### config.mk
export PLATFORM = sky130hd
export DESIGN_NAME = vga_timing_monitor
export DESIGN_NICKNAME = d
export VERILOG_FILES = /design/src/rtl/vga_timing_monitor.sv
export SDC_FILE = /design/constraint.sdc
export NUM_CORES = 1
export LEC_CHECK = 0
export ABC_AREA = 1
export CORE_AREA = 8 8 109 111
export CTS_BUF_LIST = sky130_fd_sc_hd__clkbuf_4 sky130_fd_sc_hd__clkbuf_8
export DETAILED_ROUTE_END_ITERATION = 12
export DIE_AREA = 0 0 117 119
export HOLD_SLACK_MARGIN = 0.08
export PLACE_DENSITY_LB_ADDON = 0.25
export RECOVER_POWER = 25
export SLEW_MARGIN = 20
export SYNTH_ARGS = -nofsm -noshare
export SYNTH_HDL_FRONTEND = slang
export SYNTH_SLANG_ARGS = --single-unit
### constraint.sdc
create_clock -name Clk -period 2.6 [get_ports Clk]
set_clock_uncertainty 0.2 [all_clocks]
set_input_delay 0.52 -clock Clk [delete_from_list [all_inputs] [get_ports Clk]]
set_output_delay 0.52 -clock Clk [all_outputs]
set_load 0.01 [all_outputs]
### src/rtl/vga_timing_monitor.sv
// Receiver-side VGA timing monitor: rebuilds pixel coordinates from HS/VS, checks timing, tracks lock.
// Optional per-frame pixel checksum on frame_sum when VGA_MON_CHECKSUM_EN is defined.
module vga_timing_monitor #(
  parameter int unsigned H_TOTAL  = 800,
  parameter int unsigned H_SYNC   = 96,
  parameter int unsigned H_BACK   = 48,
  parameter int unsigned H_ACTIVE = 640,
  parameter int unsigned V_TOTAL  = 525,
  parameter int unsigned V_SYNC   = 2,
  parameter int unsigned V_BACK   = 33,
  parameter int unsigned V_ACTIVE = 480,
  parameter int unsigned RGB_W    = 4,
  parameter int unsigned ERR_W    = 8
) (
  input  logic             Clk,
  input  logic             Reset_n,
  input  logic             pix_en,
  input  logic             vga_hs,
  input  logic             vga_vs,
  input  logic [RGB_W-1:0] vga_r,
  input  logic [RGB_W-1:0] vga_g,
  input  logic [RGB_W-1:0] vga_b,
  input  logic             clr_err,
  output logic [9:0]       px_x,
  output logic [9:0]       px_y,
  output logic             px_valid,
  output logic             locked,
  output logic             frame_done,
  output logic [ERR_W-1:0] hs_err_cnt,
  output logic [ERR_W-1:0] vs_err_cnt,
  output logic [15:0]      frame_cnt,
  output logic [15:0]      frame_sum
);

  localparam logic [10:0] HSyncLast = 11'(H_SYNC - 1);
  localparam logic [10:0] HLineLast = 11'(H_TOTAL - 1);
  localparam logic [10:0] HTmoLast  = 11'(2 * H_TOTAL - 1);
  localparam logic [10:0] HActLo    = 11'(H_SYNC + H_BACK);
  localparam logic [10:0] HActHi    = 11'(H_SYNC + H_BACK + H_ACTIVE);
  localparam logic [9:0]  VSyncLen  = 10'(V_SYNC);
  localparam logic [9:0]  VFrmLast  = 10'(V_TOTAL - 1);
  localparam logic [9:0]  VActLo    = 10'(V_SYNC + V_BACK);
  localparam logic [9:0]  VActHi    = 10'(V_SYNC + V_BACK + V_ACTIVE);
  localparam logic [ERR_W-1:0] ErrOne = {{(ERR_W-1){1'b0}}, 1'b1};

  typedef enum logic [1:0] {StUnlocked, StAcquire, StLocked} state_e;

  state_e      state_q, state_d;
  logic        hs_q, vs_q;
  logic [10:0] hcnt_q, hcnt_d;
  logic [9:0]  vcnt_q, vcnt_d;
  logic        line_seen_q, line_seen_d;
  logic        frame_ok_q, frame_ok_d;
  logic        hs_fall, hs_rise, vs_fall, vs_rise;
  logic        timeout, hs_err, vs_err, any_err, active, good_frame, count_en;

  assign hs_fall = pix_en & hs_q & ~vga_hs;
  assign hs_rise = pix_en & ~hs_q & vga_hs;
  assign vs_fall = pix_en & vs_q & ~vga_vs;
  assign vs_rise = pix_en & ~vs_q & vga_vs;

  always_comb begin
    hcnt_d = hcnt_q;
    if (hs_fall) begin
      hcnt_d = '0;
    end else if (pix_en && hcnt_q != '1) begin
      hcnt_d = hcnt_q + 11'd1;
    end
    vcnt_d = vcnt_q;
    if (vs_fall) begin
      vcnt_d = '0;
    end else if (hs_fall) begin
      vcnt_d = vcnt_q + 10'd1;
    end
  end

  // Line length is only meaningful once an HS fall has anchored hcnt.
  assign timeout = pix_en & ~hs_fall & (hcnt_q == HTmoLast);
  assign hs_err  = (hs_rise & (hcnt_q != HSyncLast)) |
                   (hs_fall & line_seen_q & (hcnt_q != HLineLast)) | timeout;
  assign vs_err  = (vs_rise & (vcnt_d != VSyncLen)) | (vs_fall & (vcnt_q != VFrmLast));
  assign any_err = hs_err | vs_err;
  assign active  = (hcnt_d >= HActLo) && (hcnt_d < HActHi) &&
                   (vcnt_d >= VActLo) && (vcnt_d < VActHi);
  assign count_en = (state_q != StUnlocked);
  assign locked   = (state_q == StLocked);

  always_comb begin
    state_d     = state_q;
    frame_ok_d  = frame_ok_q;
    good_frame  = 1'b0;
    line_seen_d = line_seen_q | hs_fall;
    if (pix_en) begin
      case (state_q)
        // Entered on a VS fall, so the frame that follows is fully observed.
        StUnlocked: begin
          if (vs_fall) begin
            state_d    = StAcquire;
            frame_ok_d = 1'b1;
          end
        end
        StAcquire: begin
          if (vs_fall) begin
            if (frame_ok_q && !any_err) begin
              state_d    = StLocked;
              good_frame = 1'b1;
            end else begin
              frame_ok_d = 1'b1;
            end
          end else if (any_err) begin
            frame_ok_d = 1'b0;
          end
        end
        StLocked: begin
          if (any_err) begin
            state_d    = StAcquire;
            frame_ok_d = 1'b0;
          end else if (vs_fall) begin
            good_frame = 1'b1;
          end
        end
        default: state_d = StUnlocked;
      endcase
      if (timeout) begin
        state_d     = StUnlocked;
        good_frame  = 1'b0;
        line_seen_d = 1'b0;
      end
    end
  end

  always_ff @(posedge Clk or negedge Reset_n) begin
    if (!Reset_n) begin
      state_q     <= StUnlocked;
      hs_q        <= 1'b1;
      vs_q        <= 1'b1;
      hcnt_q      <= '0;
      vcnt_q      <= '0;
      line_seen_q <= 1'b0;
      frame_ok_q  <= 1'b0;
      px_x        <= '0;
      px_y        <= '0;
      px_valid    <= 1'b0;
      frame_done  <= 1'b0;
      frame_cnt   <= '0;
      hs_err_cnt  <= '0;
      vs_err_cnt  <= '0;
    end else begin
      frame_done <= good_frame;
      if (clr_err) begin
        hs_err_cnt <= '0;
        vs_err_cnt <= '0;
      end else begin
        if (count_en && hs_err && !(&hs_err_cnt)) hs_err_cnt <= hs_err_cnt + ErrOne;
        if (count_en && vs_err && !(&vs_err_cnt)) vs_err_cnt <= vs_err_cnt + ErrOne;
      end
      if (pix_en) begin
        state_q     <= state_d;
        hs_q        <= vga_hs;
        vs_q        <= vga_vs;
        hcnt_q      <= hcnt_d;
        vcnt_q      <= vcnt_d;
        line_seen_q <= line_seen_d;
        frame_ok_q  <= frame_ok_d;
        px_valid    <= active && (state_q == StLocked);
        if (active) begin
          px_x <= 10'(hcnt_d - HActLo);
          px_y <= vcnt_d - VActLo;
        end
        if (good_frame) frame_cnt <= frame_cnt + 16'd1;
      end
    end
  end

`ifdef VGA_MON_CHECKSUM_EN
  logic [15:0] acc_q, sum_q;

  always_ff @(posedge Clk or negedge Reset_n) begin
    if (!Reset_n) begin
      acc_q <= '0;
      sum_q <= '0;
    end else if (pix_en) begin
      if (vs_fall) begin
        acc_q <= '0;
      end else if (active) begin
        acc_q <= acc_q + 16'({vga_r, vga_g, vga_b});
      end
      if (good_frame) sum_q <= acc_q;
    end
  end

  assign frame_sum = sum_q;
`else
  logic unused_rgb;
  assign unused_rgb = ^{vga_r, vga_g, vga_b};
  assign frame_sum  = '0;
`endif

endmodule

After elaboration in Yosys (flattened, before gate mapping)
Cells that the tools add are included.

word-level totals
  output and inout port bits = 71
  register bits after elaboration = 81
  word-level logic and storage cells = 115
  input port bits = 18

cells by class
  eq/ne operators = 14
  bitwise logic cells = 25
  order comparisons = 4
  muxes and demuxes = 27
  reductions and logical operators = 24
  $add $sub $neg = 7

operators with widths
  kind                                                  count
  two-way mux 8 bit                                     4
  two-way mux 11 bit                                    2
  two-way mux 10 bit                                    2
  adder 16 x 1 -> 16 bit, second input constant         1
  adder 8 x 1 -> 8 bit, second input constant           2
  AND reduction 8 bit                                   2
  bitwise AND 1 bit                                     15
  != test 3 bit, second input constant                  4
  adder 11 x 1 -> 11 bit, second input constant         1
  == test 11 bit, second input constant                 1
  >= comparator 11 x 8 -> 1 bit, second input constant  1
  < comparator 11 x 10 -> 1 bit, second input constant  1
  two-way mux 1 bit                                     11
  != test 11 x 10 -> 1 bit, second input constant       1
  != test 11 bit, second input constant                 1
  != test 11 x 7 -> 1 bit, second input constant        1
  adder 10 x 1 -> 10 bit, second input constant         1
  >= comparator 10 x 6 -> 1 bit, second input constant  1
  logical AND 1 bit                                     10
  < comparator 10 bit, second input constant            1
  two-way mux 2 bit                                     5
  != test 10 bit, second input constant                 1
  != test 10 x 2 -> 1 bit, second input constant        1
  subtractor 10 x 6 -> 10 bit, second input constant    1
  17 further kinds                                      30

Depth between registers and ports, before layout
  word-level depth = 16
  depth in mapped cells = 20
  gate-level depth less buffers = 19

Worst setup path after synthesis
Ideal clock, no wire load.

  kind = input -> register
  start point = input port vga_hs
  end point = register frame_cnt[8]
  data arrival time = 2.401 ns
  data required time = 2.283 ns
  cell stages on the path = 18
  path buffers = 3
  slack = -0.118 ns
  library setup time = 0.117 ns
  cells stage by stage = inv_1 > nand3_2 > buf_6 > clkbuf_1 > a21oi_1 > ha_1 > nand2_1 > nor2_1 > nand2_1 > nand2_1 > nand2_2 > nor2_4 > nand3_2 > nand2_4 > nand2_4 > buf_6 > nand2_1 > nand2_1

between the ends
  cells in the longest elaborated chain, start to end = 16
  elaborated cells on any way between the ends = 26
  those cells by class = 1 x eq/ne; 8 x mux; 14 x bitwise; 3 x reduce/logical

ends and longest elaborated chain
  element                                 line  source
  start, declared                         18    input logic vga_hs,
  NOT 1 bit *                             57    assign hs_fall = pix_en & hs_q & ~vga_hs;
  bitwise AND 1 bit *                     57
  two-way mux 10 bit *                    72    end else if (hs_fall) begin
  two-way mux 10 bit *                    70    if (vs_fall) begin
  net vcnt_d[1]                           51    logic [9:0] vcnt_q, vcnt_d;
  != test 10 x 2 -> 1 bit *               81    assign vs_err = (vs_rise & (vcnt_d != VSyncLen)) | (vs_fall & (vcnt_q != VFrmLast));
  bitwise AND 1 bit *                     81
  OR 1 bit *                              81
  OR 1 bit *                              82    assign any_err = hs_err | vs_err;
  zero test 1 bit                         104   if (frame_ok_q && !any_err) begin
  logical AND 1 bit                       104
  two-way mux 1 bit                       104
  two-way mux 1 bit                       103   if (vs_fall) begin
  case mux 1 bit (2 select lines) *       94    case (state_q)
  two-way mux 1 bit *                     124   if (timeout) begin
  two-way mux 1 bit *                     93    if (pix_en) begin
  AND reduction 2 bit (no source line) *  --
  end signal, assigned                    170   if (good_frame) frame_cnt <= frame_cnt + 16'd1;
  end, declared                           31    output logic [15:0] frame_cnt,

Mark *: on every way through the listed nets, which the timed path passes. The rest lies on a longest branch.
A chain may end at the register's enable or synchronous reset.

Worst setup path after layout
  start point = register hs_q
  end point = register px_x[2]

between the ends
  cells in the longest elaborated chain, start to end = 8
  elaborated cells on any way between the ends = 14
  those cells by class = 1 x add/sub; 4 x order compare; 3 x mux; 2 x bitwise; 4 x reduce/logical

ends and longest elaborated chain
  element                                                             line    source
  start, declared                                                     49      logic hs_q, vs_q;
  start signal, assigned                                              159     hs_q <= vga_hs;
  bitwise AND 1 bit * (2 in series)                                   57
  two-way mux 10 bit or two-way mux 11 bit (tied branches)            72, 64
  two-way mux 10 bit (tied with other cells)                          70
  >= comparator 10 x 6 -> 1 bit or logical AND 1 bit (tied branches)  84, 83
  logical AND 1 bit                                                   83      assign active = (hcnt_d >= HActLo) && (hcnt_d < HActHi) &&
  logical AND 1 bit                                                   84      (vcnt_d >= VActLo) && (vcnt_d < VActHi);
  AND reduction 2 bit (no source line)                                --
  end signal, assigned                                                167     px_x <= 10'(hcnt_d - HActLo);
  end, declared                                                       24      output logic [9:0] px_x,

Every way passes the cells marked *; elsewhere a longest branch is shown, timed or not.

==> flow_summary.json <==
{
  "end_kind": "register",
  "start_kind": "register",
  "ir_drop_mv": 0.420,
  "worst-path-buf-inv": 4,
  "postRouteAntennaNets": 0,
  "grt_use_total_pct": 19.5,
  "vias": 5016,
  "drt-vias-per-instance": 5.14,
  "worstMarginPinSlew_ps": 794,
  "cp_common_cell": "nand3_2",
  "worst-endpoint-arrival_ps": 2820,
  "p_total_w": 0.00520,
  "clk_pin_slew_ps": 90,
  "drv_cap": 0,
  "whs_ps": 272,
  "ys_ff_latch": 81,
  "path_class": "reg2reg",
  "area_growth_pct": 51.3,
  "hpwl_mm": 9.02,
  "fillCellCount": 756,
  "multi_input_area_sq_um": 3050,
  "powerDensity_nw_per_um2": 694,
  "path_cells": "nand3_4 > buf_6 > buf_4 > o21bai_4 > nand3_2 > nand3_2 > buf_4 > o21ai_2 > a21oi_2 > nand3_2 > nor2_4 > buf_6 > nand2_4 > nand2_1 > nand2_1",
  "finalCritPeriodShare_pct": 106,
  "fmax_ghz": 0.361,
  "cts_buffer_depth": 2,
  "syn_avg_cell_area_sq_um": 7.57,
  "hold_viol_final": 0,
  "htreeDepth": 3,
  "status": "finished, violations left",
  "fin_crit_ps": 2770,
  "io_pins": 89,
  "grt_pass1_wl_mm": 22.1,
  "p_leak_nw": 3.68,
  "crit_family": "simple AND/OR/NAND/NOR gates",
  "finalWeightedCongestion": 0.871,
  "finalMaxSlewViolations": 0,
  "first_pass_iters": 4,
  "ys_seq_area_share_pct": 41.0,
  "clk_latency_ps": 360,
  "syn_inst": 654,
  "drive_gt1_share_pct": 33.3,
  "drc_errors": 0,
  "fin_util_pct": 74.2,
  "placed_cells": 907,
  "core-area_sq_um": 10100,
  "grt_max_degree": 54,
  "io_buffer_count": 60,
  "hp-class": "in2reg",
  "cts.root.buffer_cell": "clkbuf_8",
  "instances_no_fill": 975,
  "max_stage_delay_ps": 570,
  "cts_buffers": 9,
  "start_util_pct": 49.1,
  "violations": "negative setup slack",
  "post-place-ws_ps": -692,
  "num_antenna_cells": 0,
  "cts.sinks": 81,
  "wl_per_cell_microns": 15.0,
  "fp-row-count": 37,
  "die_area_sq_um": 13900,
  "syn_area_sq_um": 4950,
  "fp.dieH_microns": 119,
  "grt_pass1_vias": 4771,
  "relSlewSlack_pct": 46.4,
  "cts_tree": "yes",
  "layout_setup_ws_ps": -167,
  "rsz0062_at_grt": "yes",
  "regArea_sq_um": 2030,
  "ys_types": 39,
  "dieWidth_microns": 117,
  "setup_violations": 40,
  "drt_first_iter_violations": 275,
  "crit_slowest_cell": "dfstp_2",
  "yosysWarningCount": 0,
  "routed_wl_mm": 14.7,
  "grt.overflow.total": 0,
  "antenna_found_initial": 0,
  "layout.nets": 866,
  "required_ps": 2650,
  "cp_max_fo": 5
}
[power breakdown]
part / switching [W] / leakage, nW / internal (W) / total [W]
sequential: 0.000200 / 1.06 / 0.00151 / 0.00171
clock: 0.000496 / 0.121 / 0.000654 / 0.00115
combinational: 0.00123 / 2.49 / 0.00111 / 0.00234
total: 0.00192 / 3.68 / 0.00328 / 0.00520
[cells in the mapped netlist, drive strengths merged]
library cell	count	area (sq um)
a211oi	1	7.51
a21oi	13	65.1
a31o	1	8.76
a31oi	3	18.8
buf	29	228
clkbuf	3	11.3
conb	1	3.75
dfrtp	79	1980
dfstp	2	52.6
ha	14	175
inv	86	323
nand2	197	764
nand3	84	455
nand3b	2	15.0
nand4	16	100
nor2	49	230
nor3	12	65.1
nor4	4	25.0
o211ai	3	22.5
o21a	1	7.51
o21ai	19	95.1
o21bai	2	15.0
o31ai	1	7.51
o41ai	1	8.76
or2	1	6.26
xnor2	6	52.6
xor2	24	210
[per-layer routing]
| metal | part of all wire, % | vias up | GRT usage, % |
|---|---|---|---|
| met5 | 0 | - | 0 |
| met4 | 1.9 | 0 | 5.44 |
| met3 | 5.9 | 30 | 4.45 |
| met2 | 52 | 155 | 33.7 |
| met1 | 40 | 2413 | 23.5 |
| li1 | - | 2418 | - |
[worst min-delay path, stage by stage]
cell and delay (ps):
clkbuf_2 150, nand2_1 100, nand2_1 60
[timing repair]
item                                    4_1_cts  5_1_grt
pin swaps                                    28       54
resized for setup                            69      107
endpoints found under the setup margin       49       55
gates cloned                                  7        3
endpoints found under the hold margin        28        0
setup buffers                                26       15
hold buffers                                  1        0
[placed cells by master (no fill, tap or decap), types with 10 or more instances in the layout]
cell	instances
nand2_1	156
buf_4	98
inv_1	78
dfrtp_1	78
clkdlybuf4s50_1	56
nand3_2	40
nand3_1	38
nor2_1	34
nand2_2	30
xor2_1	23
nand4_1	16
conb_1	16
buf_6	16
nand2_4	10
nor3_1	10
o21ai_0	10
[state kept, by name (all words and copies together), names as in the netlist, 2 cells and up]
name        count
vcnt_q         10
px_y           10
hcnt_q         11
vs_err_cnt      8
px_x           10
hs_err_cnt      8
frame_cnt      16
state_q         2
[metrics by stage]
stage	instance area (sq um)	TNS (ps)
finish	7490	-3890
global route	7490	-10920
CTS	6890	-136
detailed placement	6130	-32830
global placement	6130	-29010
floorplan	5020	0
[kinds of logic (layout without fill, tap and decap cells)]
kind of cell / Yosys count / count (layout) / synth area share (%)
simple gates: 365 / 369 / 33.6
buf+inv: 118 / 284 / 11.3
flops: 81 / 81 / 41.0
compound gates: 45 / 45 / 5.18
xor+xnor: 30 / 30 / 5.31
fa+ha+maj: 14 / 14 / 3.54
other cells: 1 / 16 / 0.0757
[cell type report]
type	count	area share (%)
Clock buffer	10	1.75
Inverter	86	4.38
Clock inverter	6	1.54
Multi-Input combinational cell	474	40.6
Sequential cell	81	27.1
Tap cell	136	2.27
Timing Repair Buffer	182	22.3
[final timing paths]
path                       startpoint         end  slack, ps  depth (start not counted)
max                              hs_q     px_x[2]       -170                         15
min                            pix_en        vs_q        270                          3
max reg2reg                      hs_q     px_x[2]       -170                         15
min reg2reg                   px_y[4]     px_y[4]        280                          2
max in group asynchronous     Reset_n        vs_q       1120                          3
min in group asynchronous     Reset_n  hcnt_q[10]        430                          2
Note: power is estimated with default switching activity, not from simulation.
